--- src/rtl/hsv_core_pkg.sv ---
// Shared types and constants for the hsv core memory unit.
package hsv_core_pkg;

  // Width of the outstanding-transaction counters (mem_counter and response tracking).
  localparam int unsigned MEM_CNT_W = 4;

  // Number of buffered responses awaiting writeback.
  localparam int unsigned MEM_RESP_DEPTH = 4;

  // One bus response as seen by writeback.
  typedef struct packed {
    logic [31:0] data;
    logic        err;
  } mem_response;

endpackage

--- src/rtl/hsv_core_mem_response_fifo.sv ---
// Synchronous FIFO of mem_response entries with a synchronous clear.
// The read port shows the head entry and holds the last shown value when empty.
module hsv_core_mem_response_fifo
  import hsv_core_pkg::*;
#(
  parameter int unsigned DEPTH = MEM_RESP_DEPTH
) (
  input  logic        clk_core,
  input  logic        rst_core,
  input  logic        push,
  input  logic        pop,
  input  logic        clear,
  input  mem_response wdata,
  output mem_response rdata,
  output logic        full,
  output logic        empty
);

  localparam int unsigned PtrW = (DEPTH > 1) ? $clog2(DEPTH) : 1;
  localparam int unsigned CntW = PtrW + 1;

  mem_response           mem_q [DEPTH];
  mem_response           mem_d [DEPTH];
  logic [PtrW-1:0]       wr_ptr_q, wr_ptr_d;
  logic [PtrW-1:0]       rd_ptr_q, rd_ptr_d;
  logic [CntW-1:0]       count_q, count_d;
  mem_response           last_q, last_d;

  logic do_push;
  logic do_pop;

  // Status flags and head read; empty shows the last value that was on the port.
  always_comb begin
    full    = (count_q == CntW'(DEPTH));
    empty   = (count_q == '0);
    do_push = push & ~full;
    do_pop  = pop & ~empty;
    rdata   = empty ? last_q : mem_q[rd_ptr_q];
  end

  // Next-state for storage, pointers and occupancy; clear wins over push/pop.
  always_comb begin
    mem_d    = mem_q;
    wr_ptr_d = wr_ptr_q;
    rd_ptr_d = rd_ptr_q;
    count_d  = count_q;
    last_d   = last_q;
    if (clear) begin
      wr_ptr_d = '0;
      rd_ptr_d = '0;
      count_d  = '0;
      last_d   = rdata;
    end else begin
      if (do_push) begin
        mem_d[wr_ptr_q] = wdata;
        wr_ptr_d        = wr_ptr_q + PtrW'(1);
      end
      if (do_pop) begin
        rd_ptr_d = rd_ptr_q + PtrW'(1);
        last_d   = rdata;
      end
      count_d = count_q + CntW'(do_push) - CntW'(do_pop);
    end
  end

  // State registers with asynchronous reset.
  always_ff @(posedge clk_core or posedge rst_core) begin
    if (rst_core) begin
      for (int i = 0; i < int'(DEPTH); i++) begin
        mem_q[i] <= '0;
      end
      wr_ptr_q <= '0;
      rd_ptr_q <= '0;
      count_q  <= '0;
      last_q   <= '0;
    end else begin
      for (int i = 0; i < int'(DEPTH); i++) begin
        mem_q[i] <= mem_d[i];
      end
      wr_ptr_q <= wr_ptr_d;
      rd_ptr_q <= rd_ptr_d;
      count_q  <= count_d;
      last_q   <= last_d;
    end
  end

endmodule

--- src/rtl/hsv_core_mem_response.sv ---
// Response side of the memory unit: buffers in-order bus responses for writeback,
// pulses resp_done per delivered response, and drops responses of flushed requests.
module hsv_core_mem_response
  import hsv_core_pkg::*;
#(
  parameter int unsigned DEPTH = MEM_RESP_DEPTH,
  parameter int unsigned CNT_W = MEM_CNT_W
) (
  input  logic        clk_core,
  input  logic        rst_core,
  input  logic        req_issued,
  input  logic        flush,
  output logic        can_issue,
  input  logic        bus_rvalid,
  output logic        bus_rready,
  input  logic [31:0] bus_rdata,
  input  logic        bus_rerr,
  output logic        out_valid,
  input  logic        out_ready,
  output logic [31:0] out_data,
  output logic        out_err,
  output logic        resp_done
);

  localparam logic [CNT_W-1:0] InflightMax = {CNT_W{1'b1}};

  logic [CNT_W-1:0] inflight_q, inflight_d;
  logic [CNT_W-1:0] discard_q, discard_d;

  logic        fifo_full;
  logic        fifo_empty;
  logic        fifo_push;
  logic        fifo_pop;
  logic        bus_fire;
  logic        discarding;
  mem_response bus_resp;
  mem_response head;

  // Handshake glue; bus_rready depends on registers only.
  always_comb begin
    discarding = (discard_q != '0);
    can_issue  = (inflight_q != InflightMax);
    bus_rready = discarding | ~fifo_full;
    bus_fire   = bus_rvalid & bus_rready;
    out_valid  = ~fifo_empty;
    fifo_pop   = out_valid & out_ready;
    // Responses accepted during a flush belong to flushed requests.
    fifo_push  = bus_fire & ~discarding & ~flush;
    resp_done  = fifo_pop & ~flush;
    bus_resp   = '{data: bus_rdata, err: bus_rerr};
    out_data   = head.data;
    out_err    = head.err;
  end

  // In-flight tracks real bus transactions; discard counts responses still owed to flushed requests.
  always_comb begin
    inflight_d = inflight_q + CNT_W'(req_issued) - CNT_W'(bus_fire);
    discard_d  = discard_q;
    if (flush) begin
      // A request issued in the flush cycle is post-flush and is not discarded.
      discard_d = inflight_q - CNT_W'(bus_fire);
    end else if (discarding && bus_fire) begin
      discard_d = discard_q - CNT_W'(1);
    end
  end

  // Counter registers with asynchronous reset.
  always_ff @(posedge clk_core or posedge rst_core) begin
    if (rst_core) begin
      inflight_q <= '0;
      discard_q  <= '0;
    end else begin
      inflight_q <= inflight_d;
      discard_q  <= discard_d;
    end
  end

  hsv_core_mem_response_fifo #(
    .DEPTH(DEPTH)
  ) u_fifo (
    .clk_core(clk_core),
    .rst_core(rst_core),
    .push    (fifo_push),
    .pop     (fifo_pop),
    .clear   (flush),
    .wdata   (bus_resp),
    .rdata   (head),
    .full    (fifo_full),
    .empty   (fifo_empty)
  );

  // Issuing with the counter saturated would wrap the in-flight count.
  assert property (@(posedge clk_core) disable iff (rst_core) !(req_issued && !can_issue))
    else $error("req_issued while can_issue is low");

endmodule

--- config.mk ---
export PLATFORM = sky130hd
export DESIGN_NAME = hsv_core_mem_response
export DESIGN_NICKNAME = d
export VERILOG_FILES = /design/src/rtl/hsv_core_pkg.sv /design/src/rtl/hsv_core_mem_response_fifo.sv /design/src/rtl/hsv_core_mem_response.sv
export SDC_FILE = /design/constraint.sdc
export NUM_CORES = 1
export LEC_CHECK = 0
export CAP_MARGIN = 40
export CELL_PAD_IN_SITES_DETAIL_PLACEMENT = 0
export CELL_PAD_IN_SITES_GLOBAL_PLACEMENT = 1
export CORE_ASPECT_RATIO = 1.5
export CORE_MARGIN = 1
export CORE_UTILIZATION = 44
export CTS_CLUSTER_SIZE = 16
export DETAILED_ROUTE_END_ITERATION = 8
export GPL_TIMING_DRIVEN = 0
export HOLD_SLACK_MARGIN = 0.02
export MAX_ROUTING_LAYER = met4
export PLACE_DENSITY = 0.77
export SLEW_MARGIN = 30
export SYNTH_ARGS = -nofsm -noshare
export SYNTH_HDL_FRONTEND = slang
export SYNTH_SLANG_ARGS = --single-unit
--- constraint.sdc ---
create_clock -name clk_core -period 7 [get_ports clk_core]
set_clock_uncertainty 0.1 [all_clocks]
set_input_delay 2.1 -clock clk_core [delete_from_list [all_inputs] [get_ports clk_core]]
set_output_delay 2.1 -clock clk_core [all_outputs]
set_load 0.005 [all_outputs]
# Word-level counts from Yosys, hierarchy flattened
# Cells that the tools add are included.
# totals
register_bits,180
latch_bits,0
mem_bits_rw,0
mem_bits_ro,0
in_bits,39
output_inout_bits,37
elab_cells,66
n_memories,0
# classes
add_sub_neg,8
mul,0
n_div,0
magnitude_cmp,3
eq_ne,2
shift,0
n_mux,16
bitwise,14
reduce_logical,8
# op_table
operator,count
$mux W33,6
$bwmux W132,1
$bmux W33 S2,1
$demux W33 S2,1
$mux W2,4
$mux W4,2
$sub A4 B1 Y4,2
$and A1 B1 Y1,7
$ge A3 B3 Y1 const B,2
$not A2 Y3,2
$reduce_bool A2 Y1,3
$add A2 B1 Y2 const B,2
$add A4 B1 Y4,1
$ne A4 B4 Y1 const B,1
$not A1 Y1,4
$reduce_bool A4 Y1,1
$sub A4 B1 Y4 const B,1
$add A3 B1 Y3,1
$eq A3 B3 Y1 const B,1
$logic_not A3 Y1,1
$lt A3 B1 Y1 const B,1
$mux W3,1
$sub A3 B1 Y3,1
$logic_and A1 B1 Y1,2
other kinds (2),2

# Depth between registers and ports, before layout
# Gate-level depths: netlist of the first run.
# depth
depth_word,10
depth_mapped,10
mapped_depth_nobuf,10

# Cells and area by module
# From an unflattened synthesis of the first run, not the netlist that was laid out.
# hier_totals
cells_unflattened,535
area_unflattened_um2,8471.9
# modules_own_cells
mod,n_inst,cells_per_inst,area_per_inst_um2,seq_area_each_um2
hsv_core_mem_response_fifo,1,474,7886.3,4304.1
hsv_core_mem_response,1,61,585.6,200.2

# Least setup slack after synthesis of the first run
# No wires, ideal clock.
# synth_timing
path_type,input -> output
start,input flush
end,output resp_done
arrival_ns,2.874
required_time_ns,4.800
path_slack_ns,1.926
stages,3
n_path_buf,2
cell_sequence,clkbuf_1 -> clkbuf_1 -> nor2_1
# synth_via
elab_chain_len,2
# synth_lines
element,line_no,rtl
start: declaration,hsv_core_mem_response.sv:12,"input logic flush,"
$not A1 Y1 (no source line),n/a,
$and A1 B1 Y1,hsv_core_mem_response.sv:49,resp_done = fifo_pop & ~flush;
end: declaration,hsv_core_mem_response.sv:22,output logic resp_done
# Every way passes these cells.

# Worst setup path in the final report of the first run
# Ends and elaborated chain as after synthesis.

==> impl_metrics.toml, run 1 <==
[pwr]
ir_worst_vdd_v = 0.000190
pwr-share-seq = 0.369
leakagePower_nw = 4.69
p_sw_mw = 1.11
swShare = 0.297
p_per_area_nw_per_um2 = 370
pwr-share-clk = 0.246
power_frac_comb = 0.385
p_int_mw = 2.64

[sta]
final.setup.worst_slack_ns = 0.632
max_freq_ghz = 0.157
period_needed_ns = 6.37
hold_violations = 0
rsz0062_at_grt = "false"
tightest_slew_ns = 0.855
setup_tns_ns = 0
relSlewSlack = 0.430
period_share = 0.910
finalSetupViolations = 0
slew_viol_final = 0

[floorplanning]
io_pins = 76
rows = 61
core_sq_um = 18500
initial_core_util = 0.451
die_y_um = 171
dieArea_sq_um = 19600
die_w_um = 115

[yosys]
synthTopCellsByCount = "dfrtp_1, mux2_2, mux4_2"
async_flop_share = 1.00
ys_seq_elements = 180
synth.largest_area_cell = "dfrtp_1"
synth.top_cell.area_share = 0.538
synth_flop_cell = "dfrtp_1"
syn-num-nets = 585
synthCells = 530
yosysWarnings = 0
syn-cell-area_sq_um = 8370
synth.avg_cell_area_sq_um = 15.8
ys_types = 39
synth_edf_count = 0
ys_seq_area_frac = 0.538
synth_area_leaders = "dfrtp_1, mux2_2, mux4_2"

[critical_path]
critPathLaunchType = "input port"
rrSetupSlack_ns = 4.32
crit_arrival_ns = 4.17
endpoint_kind = "output pin"
critPathKind = "input port to output pin"
required_ns = 4.80
crit_fanout = 10

[clocking]
ctsHoldBuffers = 0
cts_max_level = 4
cts.clk_slew.worst_paths_ns = 0.06
numCtsBuffers = 17
cts.repair.resized = 0
clock_latency_ns = 0.43
cts_root_buffer = "clkbuf_16"
cts_setup_buffers = 0
cts_tree = "done"
clockBufferDepth = 2
numClockSinks = 180

[place]
port_buffers = 75
pre_cts_ws_ns = 0.598
gp_congestion = 0.746
hpwl_um = 12300

[global_routing]
antenna_found_initial = 0
grt_pass1_wl_um = 28800
grt_pass1_vias = 5358
grt-ovfl-total = 0
track_usage = 0.204
grt_max_degree = 31

[drt]
via_per_inst = 5.34
avgRoutedWirePerCell_um = 19.6
dr.pass1.iters = 4
ant_nets = 0
dr_total_vias = 4783
drtIter0Drc = 193
drc = 0
routed_wl_um = 17600

[hold_path]
min_path_type = "flop to flop"

[layout]
fillerInstances = 1525
final_core_util = 0.547
areaGrowthSynthToFinish_pct = 21.1
final_nets = 685
num_antenna_cells = 0
layout-drive-gt1-share = 0.432

[run_status]
status = "completed"

[flow_run]
drv_cap = 0
==> state kept, by name, indices dropped and copies added, names as in the netlist <==
register,count
discard_q,4
inflight_q,4
u_fifo.count_q,3
u_fifo.last_q,33
u_fifo.mem_q,132
u_fifo.rd_ptr_q,2
u_fifo.wr_ptr_q,2
==> logic make-up (layout without fill, tap and decap cells) <==
| family | Yosys count | after routing | synth area share |
|---|---|---|---|
| adders and majority gates | 16 | 16 | 0.0257 |
| AOI/OAI and AO/OA | 15 | 15 | 0.0115 |
| and+or+nand+nor | 31 | 31 | 0.0278 |
| buffers and inverters | 46 | 159 | 0.0293 |
| muxes | 234 | 234 | 0.359 |
| xor gates and xnor gates | 8 | 8 | 0.00837 |
| DFF | 180 | 180 | 0.538 |
==> final cells by class <==
type	instances	area, sq um	share of cell area
Clock inverter	9	93.8	0.00926
Tap cell	252	315	0.0311
Sequential cell	180	4500	0.444
Multi-Input combinational cell	304	3620	0.357
Buffer	31	189	0.0186
Timing Repair Buffer	81	878	0.0866
Inverter	15	60.1	0.00592
Clock buffer	23	478	0.0471
==> metrics by stage <==
stage                     hold slack (ns)  instance area (sq um)  total power, mW  instances
after global placement              0.362                   9440             2.81        857
after floorplan                     0.352                   8370             2.28        530
after detailed placement            0.374                   9570             2.88        863
after CTS                           0.389                  10100             3.81        895
final                               0.386                  10100             3.75        895
after global routing                0.407                  10100             3.98        895
==> final timing paths <==
check,from,to,cells past startpoint
worst max-delay path,flush,resp_done,5
worst min-delay path,u_fifo.mem_q[52],u_fifo.mem_q[52],1
worst max register to register,discard_q[0],u_fifo.count_q[2],10
worst min register to register,u_fifo.mem_q[52],u_fifo.mem_q[52],1
max in group asynchronous,rst_core,u_fifo.mem_q[124],6
min in group asynchronous,rst_core,u_fifo.last_q[6],2
==> layer usage <==
metal / track usage / vias up / routed length (um)
li1: - / 2136 / -
met3: 0.0383 / 23 / 440
met5: - / - / 0
met2: 0.358 / 65 / 9740
met1: 0.237 / 2559 / 7160
met4: 0.0615 / 0 / 235
==> layout by cell type (no fill, tap or decap), types with 8 or more instances in the layout <==
cell type	netlist	final
dfrtp_1	180	180
clkbuf_1	5	8
buf_2	16	16
ha_1	14	14
mux2_2	180	180
mux2_1	19	19
mux4_2	33	33
inv_1	15	14
clkdlybuf4s50_1	0	75
clkbuf_16	0	17
==> power groups by stage <==
stage                     registers, mW  logic [mW]  clock network (mW)
after global routing               1.41        1.58               0.986
after detailed placement           1.40        1.47                   0
after CTS                          1.38        1.48               0.948
after global placement             1.38        1.43                   0
final                              1.38        1.44               0.924
after floorplan                    1.36       0.919                   0
==> critical path: stages <==
cell	delay (ns)
clkdlybuf4s50_1	0.53
clkbuf_1	0.49
clkbuf_1	0.47
nor2_1	0.11
clkdlybuf4s50_1	0.46
Power figures use the tool's default switching activity.
==> run 2, diff against run 1 <==
- CTS_CLUSTER_DIAMETER: unset -> 60
- SETUP_SLACK_MARGIN: unset -> 0.05
==> results of run 2 <==
Final layout, timing and power as in run 1 (identical DEF).
==> run 3, diff against run 2 <==
- CORE_UTILIZATION: 44 -> 54
- CTS_CLUSTER_DIAMETER: 60 -> unset
- DONT_BUFFER_PORTS: unset -> 1
- PLACE_DENSITY: 0.77 -> 0.81
- clock period: 7 -> 7.2 ns (I/O delays scaled with it)
==> run 3 against run 2 <==
  * Final cell count decreased by 15%
  * Clock power shrank 1%
  * Routed wire length down 6.1%
  * Worst hold slack worse by 0.0015 ns
  * Sequential share of layout area up 4.3 points
  * Via count down 6.5%
==> impl_metrics.toml, run 3 (synthesis results as in run 1) <==
[run_status]
status = "completed"

[pwr]
pwr-share-clk = 0.272
ir_worst_vdd_v = 0.000174
p_sw_mw = 1.03
power_frac_comb = 0.327
p_per_area_nw_per_um2 = 363
leakagePower_nw = 4.39
p_int_mw = 2.33
pwr-share-seq = 0.401
swShare = 0.306

[critical_path]
timing.rr.end = "u_fifo.count_q[2]"
path_buf_inv = 2
required_ns = 4.94
cp_common_cell = "clkbuf_1"
crit_cells = 3
cp-startpoint = "flush"
crit_fanout = 10
crit_path_end = "resp_done"
critPathKind = "input port to output pin"
max_stage_delay_ns = 0.45
rr_worst_depth = 10
worstPathCellList = "clkbuf_1, clkbuf_1, nor2_1"
endpoint_kind = "output pin"
cpLargestDelayFamily = "buffers and inverters"
r2r-start = "discard_q[0]"
rrSetupSlack_ns = 4.46
critPathLaunchType = "input port"
slowest_stage = "clkbuf_1"
crit_arrival_ns = 3.19

[sta]
tightest_slew_ns = 0.801
period_share = 0.758
final.setup.worst_slack_ns = 1.75
slew_viol_final = 0
period_needed_ns = 5.45
hold_violations = 0
relSlewSlack = 0.466
max_freq_ghz = 0.183
rsz0062_at_grt = "false"
whs_ns = 0.385
finalSetupViolations = 0

[layout]
final_core_util = 0.610
final_cell_mix = "mux2_2, dfrtp_1, mux4_2"
multi_input_area_sq_um = 3620
layout-drive-gt1-share = 0.489
final_nets = 605
largest_register_ff_count = 132
register_area_sq_um = 4500
areaGrowthSynthToFinish_pct = 10.4
fillerInstances = 1184
regMostFlops = "u_fifo.mem_q"
num_antenna_cells = 0
top_regs = "u_fifo.mem_q (132), u_fifo.last_q (33)"

[floorplanning]
io_pins = 76
rows = 55
initial_core_util = 0.553
core_sq_um = 15100
die_w_um = 104
die_y_um = 154
dieArea_sq_um = 16000

[clocking]
cts_setup_buffers = 0
cts.repair.resized = 0
numClockSinks = 180
clock_latency_ns = 0.42
cts_root_buffer = "clkbuf_16"
clockBufferDepth = 2
cts_tree = "done"
cts.clk_slew.worst_paths_ns = 0.07
ctsHoldBuffers = 0
numCtsBuffers = 17
cts_max_level = 4

[place]
gp_congestion = 0.705
pre_cts_ws_ns = 1.71
port_buffers = 0
hpwl_um = 11300

[drt]
dr.pass1.iters = 4
dr_total_vias = 4471
ant_nets = 0
avgRoutedWirePerCell_um = 21.7
routed_wl_um = 16500
via_per_inst = 5.88
drtIter0Drc = 119
drc = 0

[global_routing]
track_usage = 0.234
antenna_found_initial = 0
grt_max_degree = 96
grt_pass1_vias = 5112
grt-ovfl-total = 0
grt_pass1_wl_um = 27400

[hold_path]
hold_depth = 1
min_path_type = "flop to flop"

[flow_run]
drv_cap = 0
## run 3: final cells by class
class | count | share of cell area
flip-flops and latches | 180 | 0.488
well taps | 199 | 0.0270
inverters | 15 | 0.00691
multi-input cells | 304 | 0.392
repair buffers | 1 | 0.00298
plain buffers | 31 | 0.0205
clock buffers | 18 | 0.0475
clock inverters | 13 | 0.0158
## run 3: metrics by stage
step | total power, mW | cell area (sq um) | instances | setup TNS, ns
floorplan | 2.22 | 8370 | 530 | 0
global placement | 2.43 | 8620 | 729 | -246.86
detailed placement | 2.48 | 8650 | 730 | 0
CTS | 3.41 | 9240 | 761 | 0
global route | 3.55 | 9240 | 761 | 0
finish | 3.35 | 9240 | 761 | 0
## run 3: worst min-delay path by stage
stage | slack (ns) | to | startpoint
6_report | 0.38 | u_fifo.mem_q[6] | u_fifo.mem_q[6]
5_1_grt | 0.41 | u_fifo.mem_q[131] | u_fifo.mem_q[131]
4_1_cts | 0.39 | u_fifo.mem_q[6] | u_fifo.mem_q[6]
3_5_place_dp | 0.37 | u_fifo.mem_q[6] | u_fifo.mem_q[6]
3_3_place_gp | 0.36 | u_fifo.mem_q[67] | u_fifo.mem_q[67]
2_1_floorplan | 0.35 | u_fifo.mem_q[52] | u_fifo.mem_q[52]
## run 3: worst reg2reg max path, delay by kind of cell, from the launching register on
kind,cells,cell delay (ns)
XOR/XNOR,1,0.17
adder cells (fa/ha/maj),3,0.82
buffers and inverters,3,0.31
flip-flops,1,0.40
AND/OR/NAND/NOR,3,0.81
## run 3: per-layer routing
layer,track usage,vias up,wire length (um)
met5,-,-,0
met4,0.0580,0,126
met3,0.0636,11,839
met2,0.425,73,9440
met1,0.253,2411,6100
li1,-,1976,-
## run 3: power by group through the flow
stage          logic, mW  clock network (mW)  registers (mW)
6_report            1.10               0.913            1.35
4_1_cts             1.13               0.936            1.34
3_3_place_gp        1.09                   0            1.35
5_1_grt             1.20               0.979            1.37
3_5_place_dp        1.12                   0            1.36
2_1_floorplan      0.893                   0            1.33
